### config.mk
export PLATFORM = sky130hd
export DESIGN_NAME = mem_access_unit
export DESIGN_NICKNAME = d
export VERILOG_FILES = /design/src/rtl/rv32_mem_pkg.sv /design/src/rtl/mem_access_unit_load_align.sv /design/src/rtl/mem_access_unit.sv
export SDC_FILE = /design/constraint.sdc
export NUM_CORES = 1
export LEC_CHECK = 0
export ABC_CLOCK_PERIOD_IN_PS = 3200
export CORE_ASPECT_RATIO = 0.5
export CORE_MARGIN = 2
export CORE_UTILIZATION = 28
export DETAILED_ROUTE_END_ITERATION = 7
export GPL_TIMING_DRIVEN = 1
export PLACE_DENSITY = 0.65
export SLEW_MARGIN = 10
export SYNTH_ARGS = -nofsm -noshare
export SYNTH_HDL_FRONTEND = slang
export SYNTH_HIERARCHICAL = 1
export SYNTH_SLANG_ARGS = --single-unit
### constraint.sdc
create_clock -name clk -period 3.2 [get_ports clk]
set_input_delay 0.32 -clock clk [delete_from_list [all_inputs] [get_ports clk]]
set_output_delay 0.32 -clock clk [all_outputs]
set_load 0.05 [all_outputs]
### src/rtl/rv32_mem_pkg.sv
// Shared definitions for the MEM-stage load/store unit.
// Pure declarations and helper functions, no state.
// No flow control of its own.
package rv32_mem_pkg;

  localparam logic [2:0] F3_B  = 3'd0;
  localparam logic [2:0] F3_H  = 3'd1;
  localparam logic [2:0] F3_W  = 3'd2;
  localparam logic [2:0] F3_BU = 3'd4;
  localparam logic [2:0] F3_HU = 3'd5;

  typedef enum logic {IDLE = 1'b0, RSP = 1'b1} state_t;

  // Lane mask for an access of the size encoded in funct3[1:0] at byte offset off.
  function automatic logic [3:0] be_gen(input logic [2:0] f3, input logic [1:0] off);
    logic [3:0] be;
    case (f3[1:0])
      2'd0:    be = 4'b0001 << off;
      2'd1:    be = 4'b0011 << off;
      default: be = 4'b1111;
    endcase
    return be;
  endfunction

  // Halfwords must be 2-byte aligned, words 4-byte aligned.
  function automatic logic misaligned(input logic [2:0] f3, input logic [1:0] off);
    logic mis;
    case (f3[1:0])
      2'd1:    mis = off[0];
      2'd2:    mis = (off != 2'b00);
      default: mis = 1'b0;
    endcase
    return mis;
  endfunction

  // funct3 codes that name no legal load/store.
  function automatic logic f3_illegal(input logic [2:0] f3);
    return (f3 == 3'd3) || (f3 == 3'd6) || (f3 == 3'd7);
  endfunction

endpackage

### src/rtl/mem_access_unit_load_align.sv
// Aligns a loaded word to its byte offset and sign/zero-extends it.
// Purely combinational, zero latency.
// No backpressure; output follows inputs.
module mem_access_unit_load_align
  import rv32_mem_pkg::*;
(
  input  logic [31:0] i_rdata,
  input  logic [1:0]  i_off,
  input  logic [2:0]  i_funct3,
  output logic [31:0] o_data
);

  logic [31:0] w_shift;

  assign w_shift = i_rdata >> {i_off, 3'b000};

  // Extend the low byte/half of the shifted word according to the access type.
  always_comb begin
    case (i_funct3)
      F3_B:    o_data = {{24{w_shift[7]}}, w_shift[7:0]};
      F3_H:    o_data = {{16{w_shift[15]}}, w_shift[15:0]};
      F3_BU:   o_data = {24'h0, w_shift[7:0]};
      F3_HU:   o_data = {16'h0, w_shift[15:0]};
      default: o_data = w_shift;
    endcase
  end

endmodule

### src/rtl/mem_access_unit.sv
// MEM-stage load/store unit: single-outstanding valid/ready data-memory access, MEM/WB registers.
// Latency: 1 cycle for non-access/error; stores 1 + ready-low cycles; loads >= 2 cycles.
// Stalls the upstream pipeline (memStall) while a request waits for ready or a load waits for data.
module mem_access_unit
  import rv32_mem_pkg::*;
(
  input  logic        clk,
  input  logic        resetn,
  input  logic [31:0] aluResult,
  input  logic [31:0] aluOperand2,
  input  logic [4:0]  rd,
  input  logic [2:0]  funct3,
  input  logic        memRead,
  input  logic        memWrite,
  input  logic        memToReg,
  input  logic        regWrite,
  output logic        dmem_req_valid,
  input  logic        dmem_req_ready,
  output logic [31:0] dmem_addr,
  output logic        dmem_we,
  output logic [3:0]  dmem_be,
  output logic [31:0] dmem_wdata,
  input  logic        dmem_rsp_valid,
  input  logic [31:0] dmem_rdata,
  output logic        memStall,
  output logic [31:0] aluResultOut,
  output logic [31:0] memDataOut,
  output logic [4:0]  rdOut,
  output logic        memToRegOut,
  output logic        regWriteOut,
  output logic        accessErrOut
);

  state_t      r_state;
  state_t      w_next;
  logic [1:0]  w_off;
  logic        w_access;
  logic        w_err;
  logic        w_ok_access;
  logic        w_load_done;
  logic [31:0] w_load_data;

  logic [31:0] r_alu;
  logic [31:0] r_mdata;
  logic [4:0]  r_rd;
  logic        r_m2r;
  logic        r_rwe;
  logic        r_err;

  assign w_off       = aluResult[1:0];
  assign w_access    = memRead | memWrite;
  assign w_err       = w_access & (misaligned(funct3, w_off) | f3_illegal(funct3) | (memRead & memWrite));
  assign w_ok_access = w_access & ~w_err;
  assign w_load_done = (r_state == RSP) & dmem_rsp_valid;

  // Request fields derive only from EX/MEM, which is frozen while stalled, so they hold under !ready.
  assign dmem_addr = {aluResult[31:2], 2'b00};
  assign dmem_we   = memWrite;
  assign dmem_be   = be_gen(funct3, w_off);

  // Replicate store data across every lane it may land in.
  always_comb begin
    case (funct3[1:0])
      2'd0:    dmem_wdata = {4{aluOperand2[7:0]}};
      2'd1:    dmem_wdata = {2{aluOperand2[15:0]}};
      default: dmem_wdata = aluOperand2;
    endcase
  end

  mem_access_unit_load_align u_load_align (
    .i_rdata  (dmem_rdata),
    .i_off    (w_off),
    .i_funct3 (funct3),
    .o_data   (w_load_data)
  );

  // State register; reset abandons any in-flight load.
  always_ff @(posedge clk or negedge resetn) begin
    if (!resetn) r_state <= IDLE;
    else         r_state <= w_next;
  end

  // Next state: accepted load waits in RSP for its response.
  always_comb begin
    w_next = r_state;
    case (r_state)
      IDLE:    if (w_ok_access & memRead & dmem_req_ready) w_next = RSP;
      RSP:     if (dmem_rsp_valid) w_next = IDLE;
      default: w_next = IDLE;
    endcase
  end

  // Outputs: request only from IDLE; stall until the access completes.
  always_comb begin
    dmem_req_valid = 1'b0;
    memStall       = 1'b0;
    case (r_state)
      IDLE: begin
        dmem_req_valid = w_ok_access;
        memStall       = w_ok_access & ~(memWrite & dmem_req_ready);
      end
      RSP: begin
        memStall = ~dmem_rsp_valid;
      end
      default: begin
        dmem_req_valid = 1'b0;
        memStall       = 1'b0;
      end
    endcase
  end

  // MEM/WB register: stage result when not stalled, bubble otherwise.
  always_ff @(posedge clk or negedge resetn) begin
    if (!resetn) begin
      r_alu   <= '0;
      r_mdata <= '0;
      r_rd    <= '0;
      r_m2r   <= 1'b0;
      r_rwe   <= 1'b0;
      r_err   <= 1'b0;
    end else if (memStall) begin
      r_alu   <= '0;
      r_mdata <= '0;
      r_rd    <= '0;
      r_m2r   <= 1'b0;
      r_rwe   <= 1'b0;
      r_err   <= 1'b0;
    end else begin
      r_alu   <= aluResult;
      r_mdata <= w_load_done ? w_load_data : 32'h0;
      r_rd    <= rd;
      r_m2r   <= memToReg & ~w_err;
      r_rwe   <= regWrite & ~w_err;
      r_err   <= w_err;
    end
  end

  assign aluResultOut = r_alu;
  assign memDataOut   = r_mdata;
  assign rdOut        = r_rd;
  assign memToRegOut  = r_m2r;
  assign regWriteOut  = r_rwe;
  assign accessErrOut = r_err;

endmodule

* After elaboration in Yosys (flattened, before gate mapping)
Index checks and enable logic that the tools add are counted.
** Word-level totals
- Register bits after elaboration :: 73
- Bits of input ports :: 112
- Output and inout bits :: 143
** Cells by class
- Reductions and logical operators :: 5
- Mux-type cells :: 16
- Bitwise gates (word level) :: 17
- Equality and inequality tests :: 8
- Shift operators :: 3
** Operators with widths (number)
- $pmux 32 s4 :: 1
- $mux 32 :: 3
- $pmux 32 s2 :: 1
- $shr 32x5->32 :: 1
- $eq 3x3->1 const B :: 4
- $and 1x1->1 :: 10
- $pmux 4 s2 :: 1
- $mux 1 :: 6
- $pmux 1 s2 :: 3
- $mux 5 :: 1
- $not 1->1 :: 4
- $shl 1x2->4 const A :: 1
- $shl 2x2->4 const A :: 1
- $eq 3x1->1 const B :: 1
- $eq 3x2->1 const B :: 1
- $logic_not 3->1 :: 1
- $or 1x1->1 :: 3
- $eq 2x1->1 const B :: 1
- $eq 2x2->1 const B :: 1
- $logic_not 2->1 :: 1
- $logic_or 1x1->1 :: 2
- $reduce_bool 2->1 :: 1

* Depth between registers and ports, before layout
Gate-level depths: netlist of run 1.
- Depth in word-level cells :: 12
- Depth in mapped cells :: 7
- Depth with buffers taken out :: 5

* Hierarchy
Netlist of run 1, hierarchy kept.
** By module, submodules not included
- mem_access_unit :: cells an instance 320, area each 3296.9 um2, instances 1
- mem_access_unit_load_align :: cells an instance 107, area each 694.4 um2, instances 1

* Least setup slack after synthesis of run 1
No wires, ideal clock.
- Path kind :: input -> output
- Start :: input funct3[0]
- End :: output dmem_req_valid
- Data arrival time :: 2010 ps
- Data required time :: 2880 ps
- Path slack :: 870 ps
- Cell stages on the path :: 5
- Cell sequence :: inv_1 > ha_1 > a221oi_2 > nand3_1 > nor3_1
** Between the ends
- Longest elaborated chain between the ends :: 9
- Elaborated cells on any way between the ends :: 14
- Those cells by class :: eq/ne (5); mux (2); bitwise (5); reduce/logical (2)
** RTL lines
- start, declared :: line mem_access_unit.sv:12 : input logic [2:0] funct3,
- $eq 3x2->1 / $eq 3x3->1 (equally long branches) :: line rv32_mem_pkg.sv:38 : return (f3 == 3'd3) || (f3 == 3'd6) || (f3 == 3'd7);
- $logic_or 1x1->1 (2 in series) :: line rv32_mem_pkg.sv:38
- $or 1x1->1 * (2 in series) :: line mem_access_unit.sv:52 : assign w_err = w_access & (misaligned(funct3, w_off) | f3_illegal(funct3) | (memRead & memWrite));
- $and 1x1->1 * :: line mem_access_unit.sv:52
- $not 1->1 * :: line mem_access_unit.sv:53 : assign w_ok_access = w_access & ~w_err;
- $and 1x1->1 * :: line mem_access_unit.sv:53
- $mux 1 * :: line mem_access_unit.sv:97 : case (r_state)
- end, declared :: line mem_access_unit.sv:17 : output logic dmem_req_valid,
Mark *: on every way between the ends. The rest lies on a longest branch, timed or not.

* Worst setup path after layout of run 1
- Start :: input funct3[0]
- End :: output dmem_wdata[23]
** Between the ends
- Longest elaborated chain between the ends :: 2
- Elaborated cells on any way between the ends :: 3
- Those cells by class :: eq/ne (1); mux (1); reduce/logical (1)
** RTL lines
- $eq 2x1->1 / $logic_not 2->1 (equally long branches) :: line mem_access_unit.sv:63 : case (funct3[1:0])
- $pmux 32 s2 * :: line mem_access_unit.sv:63
- end, declared :: line mem_access_unit.sv:22 : output logic [31:0] dmem_wdata,
Marks and branches as above.

==> results.toml, run 1 <==
[clock_tree]
clkLatencyLatePin_ps = 330
cts_resized = 0
cts_sinks = 73
cts_tree = "yes"
numCtsBuffers = 9
post-cts-setup-buffers = 0
cts-root-buf = "clkbuf_16"
hold_buffers = 0
clk_pin_slew_ps = 50
cts.path.max_buffers = 2
h-tree-depth = 3

[synthesis]
yosysWarnings = 6
synthCells = 427
synthAdderAreaFrac_pct = 1.25
syn_area_um2 = 3990
synth_edf_count = 0
synth_area_per_cell_um2 = 9.35
postSynth.asyncResetShare_pct = 100
synthSimpleGateAreaFrac_pct = 17.7
ys_ff_latch = 73
ys_seq_area_share_pct = 45.8
synth-main-ff-cell = "dfrtp_1"
synth_xor_area_share_pct = 0
synth_top_family_by_area = "simple AND/OR/NAND/NOR gates"
yosysUniqueCellTypes = 36
synth_compound_area_share_pct = 15.3
yosys-mux-area-fraction_pct = 7.27

[worst_setup_path]
cpMaxStageDelayCell = "clkdlybuf4s50_1"
crit_path_cell_trace = "clkdlybuf4s50_1 > inv_1 > ha_1 > nor2_2 > buf_4 > mux2_2 > buf_4"
crit_top_cell = "buf_4"
start_kind = "input port"
worstPathArrival_ps = 2240
cp_top_family = "buffers and inverters"
crit_fanout = 16
critPathBufInv = 4
crit_path_max_incr_delay_ps = 610
end_kind = "primary output"
crit_type = "input port to primary output"
cp.required_ps = 2880

[timing]
slew_headroom_pct = 33.7
rsz0062_at_grt = "false"
period_share_pct = 79.9
slew_viol_final = 0
max_freq_mhz = 391
hold_violations = 0
post-route-min-period_ps = 2560
setup_viol = 0
max_slew.worst_pin.slew_ps = 995
skew_ps = 3.97
fin_tns_setup_ps = 0

[die]
pin_count = 255
start_util_pct = 29.1
core_area_um2 = 13700
dieArea_um2 = 15300
rows = 30
die_x_um = 173
fp.dieH_um = 88.4

[pwr]
vdd_ir_drop_max_v = 0.000236
power_uw = 3250
leakage_uw = 0.00316
combPwrFrac_pct = 37.5
internal_power_uw = 2080
clockPowerShare_pct = 31.3
power_frac_seq_pct = 31.2
powerDensity_nw_per_um2 = 480
p_switching_uw = 1170
switching_share_pct = 36.0

[layout]
drive_gt1_share_pct = 12.3
finalInstanceArea_um2 = 6770
area_delta_synth_final_pct = 69.6
layout.nets = 745
antennaDiodeCount = 0

[drt]
detail_route.wl_per_cell_um = 15.8
drc = 0
drtAntennaViolNets = 0
wl_mm = 13.1
viasPerCell = 4.50
vias = 3718
drt-initial-drc-count = 187
first_pass_iters = 4

[placement]
io_buffers = 252
hpwl_mm = 10.0
routabilityCongestion = 0.815
placed_cell_area_um2 = 6460

[global_routing]
antenna_found_initial = 0
grt_start_max_net_pins = 74
grt_pass1_vias = 3575
grt_overflow = 0
grt_first_pass_wirelength_mm = 19.7
grt_usage_pct = 16.5

[min_path]
hp-class = "input port to async pin"

[run]
max-cap-violations = 0

[status]
outcome = "finished, final reports clean"
## power by group through the flow
stage	clock network, uW	logic (uW)	registers (uW)
2_1_floorplan	0	506	1260
3_3_place_gp	0	1220	1030
3_5_place_dp	0	1220	1030
4_1_cts	1040	1220	1020
5_1_grt	1080	1280	1020
6_report	1020	1220	1020
## final cells by class
type	instances	area [um^2]
flip-flops and latches	73	1830
well taps	192	240
repair buffers	264	2710
multi-input cells	278	1680
clock inverters	5	63.8
fillers	1285	6970
clock buffers	11	243
inverters	3	11.3
## cells in the final DEF (no fill, tap or decap), drive strengths merged, types with 2 or more instances in the layout
cell type        n
ha               4
mux2             8
o21ai           11
nor2            21
nand3            3
nand3b           2
a21oi           44
and3            33
clkbuf          11
nor3             3
nand2           73
nand2b           5
a22oi            8
dfrtp           73
inv              4
o211ai           2
a211oi          15
nor2b            8
a22o             8
buf             44
mux2i           20
clkdlybuf4s50  220
clkinv           2
conb             2
## path summary, 6_finish.rpt
path                           start          endpoint  slack (ps)  depth (start not counted)
setup / recovery           funct3[0]    dmem_wdata[23]         640                          7
hold / removal                resetn    memDataOut[21]         110                          1
setup reg to reg             r_state  aluResultOut[24]        1370                          3
hold reg to reg              r_state    memDataOut[23]        1160                          1
max in group asynchronous     resetn  aluResultOut[10]        2470                          1
min in group clk            regWrite       regWriteOut         510                          3
## flip-flops by register name (all words and copies together), names as in the netlist
signal / cells
accessErrOut: 1
regWriteOut: 1
memDataOut: 32
aluResultOut: 32
memToRegOut: 1
rdOut: 5
r_state: 1
## kinds of logic (layout without fill, tap and decap cells)
kind of cell / count (synthesis) / in the layout
simple gates: 150 / 150
compound gates: 94 / 94
buf+inv: 77 / 283
flops: 73 / 73
mux: 28 / 28
fa+ha+maj: 4 / 4
other cells: 1 / 2
## Yosys cell counts (2+ instances only)
master,number,area (um^2)
dfrtp_1,73,1830
nor2b_1,8,50.1
inv_1,3,11.3
a21oi_1,44,220
and3_1,33,206
nand3b_1,2,15.0
nand2b_1,4,25.0
o21ai_0,9,45.0
buf_2,8,40.0
a22o_1,8,70.1
clkbuf_1,17,63.8
nand2_1,73,274
nor2_1,20,75.1
mux2i_1,20,200
a211oi_1,15,113
nor3_1,3,15.0
ha_1,4,50.1
buf_6,5,56.3
buf_4,44,330
o21ai_2,2,17.5
mux2_2,8,90.1
nand3_1,3,15.0
a22oi_1,8,60.1
## layer usage
metal  global-route usage (%)  share of wire (%)  routed length (um)
met4                     5.47                1.3                 166
met1                     20.7                 42                5490
met5                        0                  0                   0
met3                     3.74                5.7                 749
met2                     28.7                 51                6650
## worst reg2reg max path, delay by kind of cell, from the launching register on
kind | cells | cell delay (ps)
buffers and inverters | 1 | 340
flip-flops | 1 | 760
AO/OA/AOI/OAI | 2 | 610
## stage by stage
step                std cells  hold slack, ps  util (%)  setup slack (ps)
floorplan                 428            24.4         -               870
global placement          810             520      47.0               654
detailed placement        810             527      47.0               636
CTS                       826             169      49.3               631
global route              826             204      49.3               474
finish                    826             113      49.3               642
Note: power is estimated with default switching activity, not from simulation.
==> inputs of run 2 (changes only) <==
--- a/config.mk
+++ b/config.mk
@@ -5,13 +5,13 @@
 export SDC_FILE = /design/constraint.sdc
 export NUM_CORES = 1
 export LEC_CHECK = 0
-export ABC_CLOCK_PERIOD_IN_PS = 3200
+export ABC_CLOCK_PERIOD_IN_PS = 2180
 export CORE_ASPECT_RATIO = 0.5
 export CORE_MARGIN = 2
 export CORE_UTILIZATION = 28
 export DETAILED_ROUTE_END_ITERATION = 7
 export GPL_TIMING_DRIVEN = 1
-export PLACE_DENSITY = 0.65
+export PLACE_DENSITY = 0.68
 export SLEW_MARGIN = 10
 export SYNTH_ARGS = -nofsm -noshare
 export SYNTH_HDL_FRONTEND = slang
==> constraint.sdc (replaced) <==
create_clock -name clk -period 2.18 [get_ports clk]
set_input_delay 0.218 -clock clk [delete_from_list [all_inputs] [get_ports clk]]
set_output_delay 0.218 -clock clk [all_outputs]
set_load 0.05 [all_outputs]
==> run 2 against run 1 <==
Cell count grew 1.6%. Clock skew hardly changed. Sequential power is 45% higher. Non-clock buffer count up 14. Final area grew 2.5%. Setup slack worse by 390 ps. Sequential share of layout area shrank 0.67 points. Power is 49% higher. Utilization grew 1.2 points.
==> results.toml, run 2 (synthesized netlist as in run 1, its figures left out) <==
[status]
outcome = "finished, final reports clean"

[timing]
period_share_pct = 88.5
slew_headroom_pct = 52.8
fin_tns_setup_ps = 0
setup_viol = 0
slew_viol_final = 0
post-route-min-period_ps = 1930
hold_violations = 0
skew_ps = 3.53
rsz0062_at_grt = "false"
max_freq_mhz = 518
max_slew.worst_pin.slew_ps = 707

[layout]
drive_gt1_share_pct = 15.3
finalNonFillerCells = 839
layout_commonest_cell = "clkdlybuf4s50_1"
n_fill_cell = 1294
area_delta_synth_final_pct = 73.9
final_cell_mix = "215 x clkdlybuf4s50_1, 73 x nand2_1, 73 x dfrtp_1"
antennaDiodeCount = 0
layout.nets = 759

[drt]
wl_mm = 13.2
drtAntennaViolNets = 0
vias = 3872
detail_route.wl_per_cell_um = 15.8
first_pass_iters = 4
drc = 0
viasPerCell = 4.62
drt-initial-drc-count = 159

[global_routing]
grt_overflow = 0
antenna_found_initial = 1
grt_pass1_vias = 3807
grt_first_pass_wirelength_mm = 19.9
grt_start_max_net_pins = 40
grt_usage_pct = 16.4

[placement]
dp.cells = 823
routabilityCongestion = 0.831
io_buffers = 252
hpwl_mm = 10.4

[die]
pin_count = 255
start_util_pct = 29.1
fp.dieH_um = 88.4
core_area_um2 = 13700
rows = 30
dieArea_um2 = 15300
die_x_um = 173

[clock_tree]
numCtsBuffers = 9
clk_pin_slew_ps = 60
clkLatencyLatePin_ps = 330
h-tree-depth = 3
cts.path.max_buffers = 2
cts_sinks = 73
cts_tree = "yes"
post-cts-setup-buffers = 0
cts-root-buf = "clkbuf_16"

[worst_setup_path]
crit_fanout = 5
cp.required_ps = 1960
crit_path_max_incr_delay_ps = 640
crit_path_cell_trace = "clkdlybuf4s50_1 > nand3_1 > and3_2 > a21bo_2 > buf_12"
end_kind = "primary output"
cpMaxStageDelayCell = "clkdlybuf4s50_1"
crit_type = "input port to primary output"
start_kind = "input port"
worstPathArrival_ps = 1710

[pwr]
powerDensity_nw_per_um2 = 700
vdd_ir_drop_max_v = 0.000408
leakage_uw = 0.00327
power_uw = 4860

[min_path]
hp-class = "input port to flop"

[run]
max-cap-violations = 0
## run 2: cell count changes in the layout (fill, tap and decap cells not counted), moves of 2 or more
cell and change:
dlymetal6s2s_1 +2, buf_12 +4, clkdlybuf4s50_1 -5, clkinv_2 +3, ha_2 +2, buf_4 +12
ha_1 -2
## run 2: where the power goes
part	total, uW	internal (uW)	leakage [uW]	switching [uW]
Combinational	1850	715	0.00216	1130
Clock	1530	990	0.000155	538
Sequential	1480	1450	0.000951	28.7
Total	4860	3160	0.00327	1700
## run 2: final cells by class
cell class | count | area, um^2 | share of cell area [%]
clock buffer | 9 | 225 | 3.24
clock inverter | 6 | 83.8 | 1.21
inverter | 3 | 11.3 | 0.162
multi-input combinational | 278 | 1690 | 24.4
sequential | 73 | 1830 | 26.3
tap | 192 | 240 | 3.46
timing repair buffer | 278 | 2860 | 41.2
## run 2: through the flow
| stage | hold slack, ps | setup WS [ps] | utilization, % | area [um^2] |
|---|---|---|---|---|
| after floorplan | -77.6 | 54.4 | - | 4000 |
| after global placement | 232 | 42.9 | 48.1 | 6600 |
| after detailed placement | 233 | -32.7 | 48.1 | 6600 |
| after CTS | 387 | 6.88 | 50.4 | 6920 |
| after global routing | 401 | 202 | 50.5 | 6940 |
| final | 403 | 250 | 50.5 | 6940 |
## run 2: repair_timing
item	in CTS	in global routing
hold buffers	1	0
setup endpoints to repair	0	20
gates resized for setup	0	7
endpoints found under the hold margin	38	0
## run 2: per-layer routing
metal,global-route usage [%],vias to the layer above,routed length (um)
met1,19.4,1842,5410
li1,-,1855,-
met2,30.0,147,6720
met5,0,-,13
met4,6.09,2,265
met3,3.91,26,805
## run 2: worst paths after layout
path | slack, ps | end | cells past startpoint | startpoint
setup / recovery | 250 | memStall | 5 | aluResult[1]
hold / removal | 400 | aluResultOut[0] | 4 | aluResult[0]
setup reg to reg | 700 | aluResultOut[24] | 5 | r_state
hold reg to reg | 600 | r_state | 1 | r_state
max in group asynchronous | 1210 | aluResultOut[22] | 3 | resetn
min in group asynchronous | 410 | memDataOut[1] | 2 | resetn
## run 2: worst max-delay path: cells and delay by family
kind / cells / cell delay (ps)
simple gates: 2 / 460
buf+inv: 2 / 790
compound gates: 1 / 250
